File: config.mk
export PLATFORM = sky130hd
export DESIGN_NAME = store_counter
export DESIGN_NICKNAME = d
export VERILOG_FILES = /design/src/rtl/store_pkg.sv /design/src/rtl/capture_fifo.sv /design/src/rtl/store_counter.sv
export SDC_FILE = /design/constraint.sdc
export NUM_CORES = 1
export LEC_CHECK = 0
export CAP_MARGIN = 20
export CORE_MARGIN = 4
export CORE_UTILIZATION = 30
export CTS_CLUSTER_DIAMETER = 40
export DETAILED_ROUTE_END_ITERATION = 6
export GPL_TIMING_DRIVEN = 0
export SLEW_MARGIN = 20
export SYNTH_ARGS = -nofsm -noshare
export SYNTH_HDL_FRONTEND = slang
export SYNTH_SLANG_ARGS = --single-unit
File: constraint.sdc
create_clock -name newclk_k -period 2.2 [get_ports newclk_k]
set_input_delay 0.44 -clock newclk_k [delete_from_list [all_inputs] [get_ports newclk_k]]
set_output_delay 0.44 -clock newclk_k [all_outputs]
set_load 0.01 [all_outputs]
File: src/rtl/store_pkg.sv
// store_pkg: default store_counter constants and level-width helper
package store_pkg;
  localparam int STORE_CNT_W = 8;
  localparam int STORE_DEPTH = 4;
  localparam bit STORE_WRAP = 1'b1;
  function automatic int lvl_w(input int depth);
    return $clog2(depth + 1);
  endfunction
endpackage

File: src/rtl/capture_fifo.sv
// capture_fifo: FWFT buffer (newclk_k,rst,wr_en,wr_data,rd_ready -> rd_valid,rd_data,level,full); wr_en must not be raised when full without a pop
module capture_fifo #(
  parameter int WIDTH = 8,
  parameter int DEPTH = 4,
  localparam int AW = $clog2(DEPTH),
  localparam int LW = $clog2(DEPTH + 1)
) (
  input  logic             newclk_k,
  input  logic             rst,
  input  logic             wr_en,
  input  logic [WIDTH-1:0] wr_data,
  input  logic             rd_ready,
  output logic             rd_valid,
  output logic [WIDTH-1:0] rd_data,
  output logic [LW-1:0]    level,
  output logic             full
);
  logic [WIDTH-1:0] mem [DEPTH];
  logic [AW-1:0] wr_ptr, rd_ptr;
  logic do_pop;
  assign do_pop = rd_ready && rd_valid;
  assign rd_valid = level != '0;
  assign full = level == LW'(DEPTH);
  assign rd_data = rd_valid ? mem[rd_ptr] : '0;
  always_ff @(posedge newclk_k) begin
    if (wr_en) mem[wr_ptr] <= wr_data;
  end
  always_ff @(posedge newclk_k) begin
    if (rst) begin
      wr_ptr <= '0;
      rd_ptr <= '0;
      level <= '0;
    end else begin
      if (wr_en) wr_ptr <= wr_ptr + 1'b1;
      if (do_pop) rd_ptr <= rd_ptr + 1'b1;
      level <= level + LW'(wr_en) - LW'(do_pop);
    end
  end
endmodule

File: src/rtl/store_counter.sv
// store_counter: event counter with capture FIFO (newclk_k,rst,cnt_en,clr,cap_req,rd_ready -> rd_valid,rd_data,count,level,ovf_flag,drop_flag)
module store_counter
  import store_pkg::*;
#(
  parameter int CNT_W = STORE_CNT_W,
  parameter int DEPTH = STORE_DEPTH,
  parameter bit WRAP = STORE_WRAP,
  localparam int LW = lvl_w(DEPTH)
) (
  input  logic             newclk_k,
  input  logic             rst,
  input  logic             cnt_en,
  input  logic             clr,
  input  logic             cap_req,
  input  logic             rd_ready,
  output logic             rd_valid,
  output logic [CNT_W-1:0] rd_data,
  output logic [CNT_W-1:0] count,
  output logic [LW-1:0]    level,
  output logic             ovf_flag,
  output logic             drop_flag
);
  logic full, drop_ev, wr_en, at_max;
  assign at_max = count == '1;
  assign drop_ev = cap_req && full && !rd_ready;
  assign wr_en = cap_req && !drop_ev;
  capture_fifo #(.WIDTH(CNT_W), .DEPTH(DEPTH)) u_fifo (
    .newclk_k(newclk_k),
    .rst(rst),
    .wr_en(wr_en),
    .wr_data(count),
    .rd_ready(rd_ready),
    .rd_valid(rd_valid),
    .rd_data(rd_data),
    .level(level),
    .full(full)
  );
  always_ff @(posedge newclk_k) begin
    if (rst) begin
      count <= '0;
      ovf_flag <= 1'b0;
      drop_flag <= 1'b0;
    end else begin
      count <= clr ? '0 : (cnt_en && (WRAP || !at_max)) ? count + 1'b1 : count;
      ovf_flag <= !clr && (ovf_flag || (cnt_en && at_max));
      drop_flag <= !clr && (drop_flag || drop_ev);
    end
  end
endmodule

---- Word-level counts from Yosys, hierarchy flattened ----
Memories as Yosys holds them, arrays and structs flattened. A register that Yosys moved wholly into a read port is not among the register bits.
Cells that the tools add are included.
cells by class
  multiplexer cells ....................... 5
  shift operators ......................... 0
  magnitude comparators ................... 0
  $mul .................................... 0
  bitwise gates (word level) .............. 0
  divide/modulo/power cells ............... 0
  equality and inequality tests ........... 2
  $add $sub $neg .......................... 5
  reductions and logical operators ........ 14
operator list
  cell                   count
  $add A8 B1 Y8 const B  1
  $eq A8 B8 Y1 const B   1
  $mux W8                1
  $logic_and A1 B1 Y1    7
  $add A2 B1 Y2 const B  2
  $mux W2                2
  $add A3 B1 Y3          1
  $eq A3 B3 Y1 const B   1
  $logic_not A1 Y1       3
  $reduce_bool A3 Y1     1
  $sub A3 B1 Y3          1
  $logic_or A1 B1 Y1     2
  $mux W1                2
  $reduce_or A2 Y1       1
storage, ports and cells
  register bits after elaboration ......... 17
  bits in read-only memories .............. 0
  memories ................................ 1
  bits in latches ......................... 0
  bits in writable memories ............... 32
  word-level logic and storage cells ...... 33
memory list
  name        words  bits a word  read ports  clocked after memory_dff  write ports  RTL line            text
  u_fifo.mem  4      8            1           1                         1            capture_fifo.sv:18  logic [WIDTH-1:0] mem [DEPTH];

---- Longest topological paths before layout ----
Gate-level depths: netlist of run 1.
  word-level depth ........................ 7
  gate-level depth with buffers ........... 8
  gate-level depth less buffers ........... 8

---- Cells and area by module ----
Synthesis of run 1 repeated with hierarchy kept, for this count alone.
unflattened totals
  cell total of the unflattened synthesis .. 145
  area total of the unflattened synthesis .. 2122.0 um^2
modules (own cells, without submodules)
  module         cells each  instances  area each (um^2)  sequential area each (um^2)
  capture_fifo   97          1          1687.9            1141.1
  store_counter  48          1          434.2             200.2

---- Worst setup path before layout of run 1 ----
Ideal clock, no wire load.
  kind .................................... reg2reg
  start ................................... register u_fifo.level[1]
  end ..................................... register u_fifo.level[2]
  arrival ................................. 1.992 ns
  setup time .............................. 0.127 ns
  path slack .............................. 0.081 ns
  cell stages (with the launch flop) ...... 9
  data required time ...................... 2.073 ns
  cells stage by stage .................... dfxtp_1 > o31ai_2 > or2_2 > a21bo_2 > ha_1 > fa_1 > xnor2_1 > xnor2_1 > nor2_1
between the ends
  longest elaborated chain between the ends .. 7
ends and longest elaborated chain
  item                              RTL line             text
  start, declared                   capture_fifo.sv:15   output logic [LW-1:0] level,
  start signal, assigned            capture_fifo.sv:36   level <= level + LW'(wr_en) - LW'(do_pop);
  $eq A3 B3 Y1                      capture_fifo.sv:23   assign full = level == LW'(DEPTH);
  $logic_and A1 B1 Y1 (2 in a row)  store_counter.sv:25  assign drop_ev = cap_req && full && !rd_ready;
  $logic_not A1 Y1                  store_counter.sv:26  assign wr_en = cap_req && !drop_ev;
  $logic_and A1 B1 Y1               store_counter.sv:26
  $add A3 B1 Y3                     capture_fifo.sv:36
  $sub A3 B1 Y3 (*)                 capture_fifo.sv:36
Mark *: on every way between the ends. The rest lies on a longest branch, timed or not.
A chain may end at the register's enable or synchronous reset.

==> impl_metrics.ini, run 1 <==
[synth]
synth_edf_count = 32
ys_types = 32
yosys_most_used_dff = edfxtp_1
syn_avg_cell_area_um2 = 14.5
syn_inst = 145
syn-num-nets = 158
synth-seq-cells = 51
netlist.area_leader.share_pct = 45.7
ys_warn_count = 0
synthArstFlopShare_pct = 0
yosysSeqAreaShare_pct = 63.8
synth.area.top_cells = edfxtp_1 (46%), dfxtp_1 (18%), mux4_2 (8.6%)
synth_top_area_cell = edfxtp_1
mappedNetlistArea_um2 = 2100

[drt]
routed_wl_mm = 3.76
wl_met3_um = 124
top_layer_used = met4
via_per_inst = 4.25
wl_per_cell_um = 13.4
wirelength_met1_mm = 1.86
met2WireLength_mm = 1.71
drc = 0
drtIter0Drc = 36
via_count = 1190
drt_first_pass_iters = 4
ant_nets = 0

[global_routing]
overflow = 0
grt_max_degree = 17
first_global_vias = 1198
antenna_found_initial = 0
grt_first_pass_wirelength_mm = 6.09
track_usage_pct = 9.43

[place]
place_inst = 267
dp_worst_setup_slack_ps = -523
post_dp_cell_area_um2 = 2480
port_buffers = 26
place_hpwl_mm = 2.49
place_congestion = 0.678

[finish]
drive_gt1_share_pct = 22.3
multiInputGateArea_um2 = 732
final_common_cell = edfxtp_1
diodes = 0
fin_area_um2 = 2620
final_cells = 280
seq_area_um2 = 1350
fillerInstances = 650
fin_nets = 196
final_cell_mix = edfxtp_1 (32), clkdlybuf4s50_1 (17), dfxtp_1 (15)
area_growth_pct = 24.9

[worst_setup_path]
cpMaxStageDelayCell = mux4_2
cp.arrival_ps = 1680
cpPeakStageDelay_ps = 490
worstPathCellList = buf_6, mux4_2, nor2b_1, dlygate4sd2_1
reg2regPathDepth = 8
cp-end-kind = output pin
critPathLaunchType = flip-flop
crit_fanout = 7
path_class = flip-flop to output pin
cp.required_ps = 1760

[sta]
skew_ps = 5.37
period_share_pct = 96.3
fmax_mhz = 472
slew_headroom_pct = 70.8
finalMaxSlewViolations = 0
worstMarginPinSlew_ps = 439
rsz0062_at_grt = no
hold_viol = 0
setup_viol = 0
layout_setup_ws_ps = 82.5
period_minus_slack_ps = 2120
hold_ws_ps = 430
tns_ps = 0

[floorplan]
core_um2 = 6790
fp.dieW_um = 91.7
die_h_um = 91.7
row_count = 30
die_area_um2 = 8410
ios = 28
initial_utilization_pct = 30.9

[clock_network]
clkLatencyLatePin_ps = 300
htree_levels = 2
clockBufferDepth = 2
clk_pin_slew_ps = 90
postCtsHoldBufs = 0
numCtsBuffers = 5
clock-sinks = 51
cts_root_buf = clkbuf_8
tritoncts = yes

[pwr]
power-per-cell-area_nw_per_um2 = 1030
p_leak_nw = 0.907
irDropWorstVdd_mv = 0.354

[worst_hold_path]
hold_class = primary input to flip-flop
whs_path_depth = 3

[status]
status = finished, final reports clean

[flow_run]
cap_violations = 0
[kinds of logic (layout without fill, tap and decap cells)]
logic type	Yosys count	after routing	share of synthesized area (%)
adders and majority gates	7	7	4.53
xor gates and xnor gates	7	7	2.92
and+or+nand+nor	47	47	12.8
DFF	51	51	63.8
AOI/OAI and AO/OA	12	12	3.57
buffers and inverters	10	49	2.08
muxes	11	11	10.2
[final cells by class]
cell class / count / share of cell area (%)
multi-input cells: 84 / 27.9
flip-flops and latches: 51 / 51.4
repair buffers: 32 / 10.9
plain buffers: 5 / 1.29
clock inverters: 3 / 0.763
clock buffers: 5 / 2.62
well taps: 96 / 4.58
inverters: 4 / 0.572
[cell usage after synthesis, types with 4 or more instances]
| cell | instances |
|---|---|
| nor2_1 | 12 |
| mux4_2 | 8 |
| inv_1 | 4 |
| nand2_1 | 4 |
| ha_1 | 6 |
| a21oi_1 | 5 |
| nor2b_1 | 10 |
| dfxtp_1 | 19 |
| and2_1 | 4 |
| edfxtp_1 | 32 |
| or3_1 | 4 |
| xor2_1 | 4 |
[sequential cells by signal (all words and copies together) (netlist names), named ones only]
signal	flops
u_fifo.rd_ptr	2
u_fifo.level	3
u_fifo.mem	32
drop_flag	1
count	8
u_fifo.wr_ptr	2
ovf_flag	1
[worst max-delay path: cells and delay by family (launching register included)]
family	cells	cell delay, ps
muxes	1	490
buffers and inverters	2	420
and+or+nand+nor	1	140
DFF	1	330
[worst paths after layout]
check	start	end	slack (ps)
hold reg to reg	drop_flag	drop_flag	480
setup / recovery	flip-flop	rd_data[7]	80
setup reg to reg	u_fifo.level[0]	u_fifo.level[2]	120
hold / removal	cnt_en	count[0]	430
[metrics by stage]
| step | util [%] | power [mW] |
|---|---|---|
| finish | 38.6 | 2.70 |
| global route | 38.6 | 2.88 |
| detailed placement | 36.5 | 2.12 |
| floorplan | - | 1.75 |
| CTS | 38.3 | 2.70 |
| global placement | 36.5 | 2.11 |
[where the power goes]
part           switching, mW  total, mW  internal, mW
registers             0.0990       1.23          1.13
logic                  0.401      0.947         0.547
clock network          0.305      0.526         0.222
total                  0.804       2.70          1.90
[layer usage]
layer / track usage, % / vias to the layer above
li1: - / 596
met1: 12.5 / 563
met2: 14.4 / 25
met3: 2.38 / 6
met4: 4.52 / 0
met5: 0 / -
[repair_timing]
item                                    CTS  global route
resized for setup                        21            12
pin swaps                                 0             3
endpoints found under the setup margin   10             7
setup buffers                             4             2
Note: power is estimated with default switching activity, not from simulation.
==> inputs of run 2 (changes only) <==
==> constraint.sdc (replaced) <==
create_clock -name newclk_k -period 2.2 [get_ports newclk_k]
set_input_delay 0.44 -clock newclk_k [delete_from_list [all_inputs] [get_ports newclk_k]]
set_output_delay 0.44 -clock newclk_k [all_outputs]
set_load 0.005 [all_outputs]
==> impl_metrics.ini, run 2 (synthesis gave the netlist of run 1 again) <==
[floorplan]
die_h_um = 91.7
die_area_um2 = 8410
core_um2 = 6790
ios = 28
fp.dieW_um = 91.7
initial_utilization_pct = 30.9
row_count = 30

[drt]
ant_nets = 0
drt_first_pass_iters = 4
wl_per_cell_um = 13.1
via_count = 1202
routed_wl_mm = 3.73
drc = 0
drtIter0Drc = 39
via_per_inst = 4.23

[finish]
final_common_cell = edfxtp_1
largest_register_ffs = 32
fin_nets = 200
drive_gt1_share_pct = 22.9
seq_area_um2 = 1350
fillerInstances = 646
multiInputGateArea_um2 = 737
regMostFlops = u_fifo.mem
diodes = 0
area_growth_pct = 27.4
reg.largest.list = u_fifo.mem: 32 flops, count: 8 flops, u_fifo.level: 3 flops
final_cell_mix = edfxtp_1 (32), clkdlybuf4s50_1 (17), dfxtp_1 (14)
fin_util_pct = 39.4

[worst_hold_path]
hold_class = primary input to flip-flop

[sta]
period_minus_slack_ps = 2160
hold_ws_ps = 429
slew_headroom_pct = 70.8
worstMarginPinSlew_ps = 438
skew_ps = 4.56
tns_ps = 0
finalMaxSlewViolations = 0
setup_viol = 0
rsz0062_at_grt = yes
fmax_mhz = 463
period_share_pct = 98.1
hold_viol = 0

[worst_setup_path]
cp-end-kind = output pin
crit_fanout = 6
cp.arrival_ps = 1720
path_class = flip-flop to output pin
critPathLaunchType = flip-flop
cp.required_ps = 1760

[pwr]
p_leak_nw = 0.933
p_int_mw = 1.97
power_frac_seq_pct = 44.8
irDropWorstVdd_mv = 0.355
p_comb_share_pct = 35.8
netSwitchingPower_uw = 770
power-per-cell-area_nw_per_um2 = 1020
p_clk_share_pct = 19.4
switching_share_pct = 28.1

[place]
port_buffers = 26
place_congestion = 0.678
place_hpwl_mm = 2.49

[clock_network]
clockBufferDepth = 2
clk_pin_slew_ps = 90
htree_levels = 2
cts_root_buf = clkbuf_8
numCtsBuffers = 5
clkLatencyLatePin_ps = 300
postCtsHoldBufs = 0
tritoncts = yes
clock-sinks = 51

[global_routing]
grt_max_degree = 17
antenna_found_initial = 0
overflow = 0
first_global_vias = 1198
track_usage_pct = 9.36
grt_first_pass_wirelength_mm = 6.04

[status]
status = finished, final reports clean

[flow_run]
cap_violations = 0
==> run 2: routing by layer <==
metal	wire length, µm	GRT usage [%]	up-vias
met4	72	4.52	0
met5	0	0	-
met2	1690	14.1	24
met1	1830	12.5	570
met3	132	2.46	6
li1	-	-	602
==> run 2: area by class of cell <==
type	count	share of cell area [%]
inverter	4	0.561
tap	96	4.49
clock inverter	3	0.748
buffer	5	1.26
sequential	51	50.4
multi-input combinational	84	27.5
clock buffer	5	2.57
timing repair buffer	36	12.5
==> run 2: through the flow <==
step	worst slack [ps]	instance area, µm²	cells	total power [mW]
6_report	41.7	2680	284	2.74
3_5_place_dp	-523	2480	267	2.07
5_1_grt	-33.2	2680	284	2.92
4_1_cts	-38.8	2610	279	2.67
2_1_floorplan	105	2100	145	1.70
3_3_place_gp	-502	2480	267	2.06
==> run 2: power groups by stage <==
stage / registers (mW) / clock network [mW] / logic (mW)
final: 1.23 / 0.531 / 0.981
after global routing: 1.24 / 0.590 / 1.09
after CTS: 1.22 / 0.547 / 0.898
after detailed placement: 1.22 / 0 / 0.853
after global placement: 1.22 / 0 / 0.842
after floorplan: 1.21 / 0 / 0.496
==> run 2: final timing paths <==
check	startpoint	end	slack (ps)	cells after the start
worst min register to register	drop_flag	drop_flag	480	2
worst min-delay path	cnt_en	count[0]	430	3
worst max register to register	u_fifo.level[1]	u_fifo.level[2]	80	8
worst max-delay path	flip-flop	rd_data[7]	40	5
==> run 2: worst max-delay path: stages, from the launching register on <==
cell,delay (ps)
dfxtp_2,330
buf_6,120
buf_4,110
mux4_2,470
nor2b_1,140
dlygate4sd2_1,250
==> run 2: timing repair <==
item | CTS | global route
setup buffers | 5 | 5
endpoints found under the setup margin | 10 | 7
resized for setup | 15 | 15
pin swaps | 0 | 3
